[src/rtl/act_vec_collector.sv]
// act_vec_collector: reassembles lane-valid bus into vectors and queues them in a FIFO; ACT_COLLECT_ZERO_CNT_EN adds per-vector zero-lane count
module act_vec_collector #(
  parameter int BUS_NUM          = 64,
  parameter int FIXED_DATA_WIDTH = 8,
  parameter int FIFO_DEPTH       = 4,
  parameter int CNT_WIDTH        = $clog2(FIFO_DEPTH) + 1
) (
  input  logic                                 clk,
  input  logic                                 rst_n,
  input  logic                                 clr,
  input  logic                                 flush,
  input  logic [BUS_NUM*FIXED_DATA_WIDTH-1:0]  in_fixed_data,
  input  logic [BUS_NUM-1:0]                   in_fixed_data_vld,
  output logic [BUS_NUM*FIXED_DATA_WIDTH-1:0]  out_vec_data,
  output logic                                 out_vec_vld,
  input  logic                                 out_vec_rdy,
  output logic                                 out_vec_partial,
  output logic [CNT_WIDTH-1:0]                 fifo_count,
  output logic                                 err_overflow,
  output logic                                 err_collision
`ifdef ACT_COLLECT_ZERO_CNT_EN
  ,
  output logic [$clog2(BUS_NUM+1)-1:0]         out_vec_zero_cnt
`endif
);
  localparam int W  = FIXED_DATA_WIDTH;
  localparam int DW = BUS_NUM * W;
  localparam int PW = $clog2(FIFO_DEPTH);
  localparam logic [CNT_WIDTH-1:0] DEPTH = CNT_WIDTH'(FIFO_DEPTH);
  logic [DW-1:0]         stg_data_q, stg_data_d, nxt_data, push_data;
  logic [BUS_NUM-1:0]    stg_mask_q, stg_mask_d, nxt_mask;
  logic [DW-1:0]         mem_q [FIFO_DEPTH];
  logic [DW-1:0]         mem_d [FIFO_DEPTH];
  logic [FIFO_DEPTH-1:0] part_q, part_d;
  logic [PW-1:0]         wr_ptr_q, wr_ptr_d, rd_ptr_q, rd_ptr_d;
  logic [CNT_WIDTH-1:0]  count_q, count_d;
  logic                  ovf_q, ovf_d, coll_q, coll_d;
  logic                  full, push, pop, accept;
`ifdef ACT_COLLECT_ZERO_CNT_EN
  localparam int ZW = $clog2(BUS_NUM + 1);
  logic [ZW-1:0] zc_q [FIFO_DEPTH];
  logic [ZW-1:0] zc_d [FIFO_DEPTH];
  logic [ZW-1:0] push_zc;
`endif
  always_comb begin
    nxt_mask = stg_mask_q | in_fixed_data_vld;
    nxt_data = '0;
    push_data = '0;
`ifdef ACT_COLLECT_ZERO_CNT_EN
    push_zc = '0;
`endif
    for (int i = 0; i < BUS_NUM; i++) begin
      nxt_data[i*W +: W] = in_fixed_data_vld[i] ? in_fixed_data[i*W +: W] : stg_data_q[i*W +: W];
      push_data[i*W +: W] = nxt_mask[i] ? nxt_data[i*W +: W] : '0;
`ifdef ACT_COLLECT_ZERO_CNT_EN
      push_zc = push_zc + ZW'(push_data[i*W +: W] == '0);
`endif
    end
    full = &nxt_mask;
    push = full | (flush & |nxt_mask);
    pop = out_vec_vld & out_vec_rdy;
    // a full FIFO still accepts when its head leaves on the same edge
    accept = push & ((count_q != DEPTH) | pop);
    stg_data_d = push ? '0 : nxt_data;
    stg_mask_d = push ? '0 : nxt_mask;
    mem_d = mem_q;
    part_d = part_q;
`ifdef ACT_COLLECT_ZERO_CNT_EN
    zc_d = zc_q;
    if (accept) zc_d[wr_ptr_q] = push_zc;
`endif
    if (accept) begin
      mem_d[wr_ptr_q] = push_data;
      part_d[wr_ptr_q] = !full;
    end
    wr_ptr_d = wr_ptr_q + PW'(accept);
    rd_ptr_d = rd_ptr_q + PW'(pop);
    count_d = count_q + CNT_WIDTH'(accept) - CNT_WIDTH'(pop);
    ovf_d = ovf_q | (push & !accept);
    coll_d = coll_q | |(in_fixed_data_vld & stg_mask_q);
    if (clr) begin
      stg_data_d = '0;
      stg_mask_d = '0;
      wr_ptr_d = '0;
      rd_ptr_d = '0;
      count_d = '0;
      ovf_d = 1'b0;
      coll_d = 1'b0;
    end
  end
  always_ff @(posedge clk or negedge rst_n) begin
    if (!rst_n) begin
      stg_data_q <= '0;
      stg_mask_q <= '0;
      for (int i = 0; i < FIFO_DEPTH; i++) mem_q[i] <= '0;
`ifdef ACT_COLLECT_ZERO_CNT_EN
      for (int i = 0; i < FIFO_DEPTH; i++) zc_q[i] <= '0;
`endif
      part_q <= '0;
      wr_ptr_q <= '0;
      rd_ptr_q <= '0;
      count_q <= '0;
      ovf_q <= 1'b0;
      coll_q <= 1'b0;
    end else begin
      stg_data_q <= stg_data_d;
      stg_mask_q <= stg_mask_d;
      mem_q <= mem_d;
`ifdef ACT_COLLECT_ZERO_CNT_EN
      zc_q <= zc_d;
`endif
      part_q <= part_d;
      wr_ptr_q <= wr_ptr_d;
      rd_ptr_q <= rd_ptr_d;
      count_q <= count_d;
      ovf_q <= ovf_d;
      coll_q <= coll_d;
    end
  end
  assign out_vec_data = mem_q[rd_ptr_q];
  assign out_vec_partial = part_q[rd_ptr_q];
  assign out_vec_vld = count_q != '0;
  assign fifo_count = count_q;
  assign err_overflow = ovf_q;
  assign err_collision = coll_q;
`ifdef ACT_COLLECT_ZERO_CNT_EN
  assign out_vec_zero_cnt = zc_q[rd_ptr_q];
`endif
endmodule
[config.mk]
export PLATFORM = sky130hd
export DESIGN_NAME = act_vec_collector
export DESIGN_NICKNAME = d
export VERILOG_FILES = /design/src/rtl/act_vec_collector.sv
export SDC_FILE = /design/constraint.sdc
export NUM_CORES = 2
export LEC_CHECK = 0
export BUFFER_PORTS_ARGS = -buffer_cell sky130_fd_sc_hd__buf_2
export CORE_MARGIN = 4
export CORE_UTILIZATION = 35
export DETAILED_ROUTE_END_ITERATION = 12
export PLACE_DENSITY = 0.57
export SYNTH_ARGS = -nofsm -noshare
export SYNTH_HDL_FRONTEND = slang
export SYNTH_SLANG_ARGS = --single-unit
[constraint.sdc]
create_clock -name clk -period 3.44 [get_ports clk]
set_input_delay 0.688 -clock clk [delete_from_list [all_inputs] [get_ports clk]]
set_output_delay 0.688 -clock clk [all_outputs]
set_load 0.01 [all_outputs]
==> metrics.txt <==
slowest cell on the critical path=dfrtp_4; element type at the critical path start=flop; Die Span X=600.1 um; number of buffers on the longest clock path=4; setup_tns=-7739 ps; sequential share of power=0.372; area growth from synthesis to layout=27.64%; Worst Min Path Start=in_fixed_data[363]; sequential element share of the synthesized area=0.5377; clock tree from TritonCTS=built; proportion of synthesized flip-flops having asynchronous set or reset=1.000; final clock period utilization by the worst path=1.024; run status=finished with violations; Routed Wire Length=421,200 um; Critical R2R Launch=stg_mask_q[46]; share of total power consumed by net switching=0.3034; clock tree root buffer cell=clkbuf_16; post-synth top area cell=dfrtp_1; Final Setup Violations=214; number of placed instances with taps included=13,360; Setup crit start=rd_ptr_q[0]; setup slack after layout=-81.72 ps; via count of the first global-routing pass=83,250; required time reported for the critical path endpoint=2750 ps; fraction of synthesized cell area taken by the top area cell type=0.5377; cell types occupying the most area after synthesis=dfrtp_1 (54%), mux2_4 (15%), mux4_2 (9.4%); Routability Congestion=0.8822; Crit path largest cell delay=500 ps; Logic pwr share=0.350; crit path kind=reg -> out; Layout Cells excl Fill=14,560; starting density of the core=0.3515; CP dominant cell by count=buf_12; post-layout total power=121.6 mW; number of top-level pins=1,100; setup repair after global routing missed its margin=true; worst supply voltage drop on vdd=0.0005041 V; cell leakage power=76.61 nW; port bufs=1,099; number of synthesized flops with an enable pin=0; final count of pins violating max slew=0; global-route wire length before repair=606,300 um; global route overflow=0; number of iterations in the first detailed-routing pass=6; worst min-delay path category=in -> reg; largest net degree at the start of global routing=127; design internal power=84.67 mW; max-cap violation count=0; Post-Synthesis Net Count=8,253; clock network power share=0.278; achievable clock frequency=284.0 MHz; DIE AREA=360,200 sq um; Avg Synthesized Cell Area=16.01 sq um; Mapped Cells=7,667; cell area after synthesis=122,700 sq um; maximum level of the CTS H-tree=5; most used standard cell by instance count after synthesis=dfrtp_1; detailed placement HPWL=296,600 um; Design Area, Final=156,600 sq um; clock tree sinks=2,637; number of standard-cell rows in the floorplan=217; Final Critical Period=3522 ps; Total Routing Usage GR=0.2287; max_slew headroom=0.1504; initial antenna violation count=125; number of register bits inferred by synthesis=2,637; measured slew at the worst slew-check pin=1272 ps; Hold Slack=100.5 ps; violation count after the first detailed-route iteration=5,082; Antenna Violating Nets Remaining=0; clock slew at reported path FFs=60 ps; violations in the final reports=setup timing; Reg2Reg Setup Slack=50 ps; Crit. End Element=output pin; Vias=76,560; height of the chip=600.1 um; Final Skew=70.34 ps; fraction of layout instances using a drive strength above 1=0.4262; endpoints failing hold=0; synthesis warning total=0; Inserted Clock Buffers=306; top cells by instance count after synthesis=dfrtp_1 (2,637), mux2_4 (1,200), mux2_1 (676); NetSw=36.89 mW; Via-to-Cell Ratio=5.258; Nets=10,200; Power Dens Cells=776.1 nW/um^2; endpoint arrival time on the critical path=2830 ps; Std-Cell Core Area=349,200 sq um; average wire per standard cell=28.93 um; dpl cell area=136,800 sq um; CP cell instances=buf_12 > buf_16 > buf_12 > buf_12 > buf_16 > mux4_2 > buf_6; clock insertion delay at the later pin of the skew report=930 ps; number of library cell types mapped by synthesis=40; top_reg_cell synth=dfrtp_1; drt drc=0; worst-path maximum fanout=7
-- state kept, by name (all words and copies together) (netlist names), 2 cells and up --
| name | cells |
|---|---|
| stg_data_q | 512 |
| wr_ptr_q | 2 |
| rd_ptr_q | 2 |
| fifo_count | 3 |
| part_q | 4 |
| mem_q | 2048 |
| stg_mask_q | 64 |
-- placed cells by master (no fill, tap or decap), types with 8 or more instances in the layout --
| master | n |
|---|---|
| buf_12 | 219 |
| clkinv_2 | 55 |
| buf_4 | 401 |
| mux2_2 | 172 |
| nor2b_2 | 8 |
| bufinv_16 | 22 |
| mux2_1 | 676 |
| buf_2 | 760 |
| clkinv_16 | 8 |
| nor4_2 | 8 |
| nor2b_1 | 59 |
| bufbuf_16 | 9 |
| dlygate4sd3_1 | 440 |
| mux2_4 | 1200 |
| inv_1 | 8 |
| buf_16 | 60 |
| mux4_2 | 513 |
| diode_2 | 100 |
| inv_16 | 10 |
| nor2_1 | 645 |
| clkbuf_8 | 67 |
| a22oi_1 | 21 |
| a22o_1 | 516 |
| buf_6 | 339 |
| clkbuf_1 | 67 |
| mux2i_1 | 516 |
| dfrtp_1 | 2631 |
| clkbuf_16 | 309 |
| nor4_1 | 25 |
| nand4_1 | 20 |
-- power by group through the flow --
stage	sequential [mW]	combinational [mW]	clock, mW
finish	45.2	42.6	33.8
global route	46.2	44.7	35.9
CTS	45.1	42.8	34.6
detailed placement	45.6	36.0	0
global placement	44.7	35.4	0
floorplan	43.7	23.6	0
-- final cells by class --
cell class                      count  area (sq um)
Inverter                            8         30.03
Multi-Input combinational cell   4426         52660
Clock buffer                      442          8881
Antenna cell                      100         250.2
Tap cell                         4599          5754
Clock inverter                    112          1564
Sequential cell                  2637         66000
Timing Repair Buffer             2236         21490
Fill cell                       30560        192500
-- metrics by stage --
stage          utilization  worst slack [ps]
3_5_place_dp        0.3917            -611.8
5_1_grt             0.4484            -182.1
3_3_place_gp        0.3917            -783.4
6_report            0.4486            -81.72
2_1_floorplan            -             1.246
4_1_cts             0.4473            -243.6
-- timing repair --
action / CTS / global route
buffers inserted: 55 / 18
endpoints found under the setup margin: 529 / 496
resized for setup: 513 / 214
hold buffers: 440 / 0
hold endpoints to repair: 454 / 0
cloned: 62 / 1
pin swaps: 0 / 6
-- worst paths after layout --
kind                                      to  cells past startpoint
min                          stg_data_q[363]                      3
max in group asynchronous        mem_q[1846]                      4
min reg2reg                       mem_q[186]                      1
max reg2reg                      mem_q[1847]                     12
min in group asynchronous    stg_data_q[330]                      2
max                        out_vec_data[282]                      7
-- layer usage --
layer | track usage | up-vias | part of all wire
li1 | - | 32400 | -
met3 | 0.04262 | 835 | 0.052
met1 | 0.2893 | 41130 | 0.41
met2 | 0.3729 | 2168 | 0.48
met4 | 0.1212 | 38 | 0.061
met5 | 0 | - | 0.00051
-- cells by family after synthesis --
family	synth area share
mux	0.3609
flops	0.5377
simple gates	0.02710
buf+inv	0.03381
compound gates	0.03962
fa+ha+maj	0.0005710
xor+xnor	0.0002855
-- worst max-delay path: cells and delay by family, from the launching register on --
family                 cells  cell delay (ps)
flip-flops                 1              500
buffers and inverters      6              910
multiplexers               1              450
(Power assumes the default switching activity.)
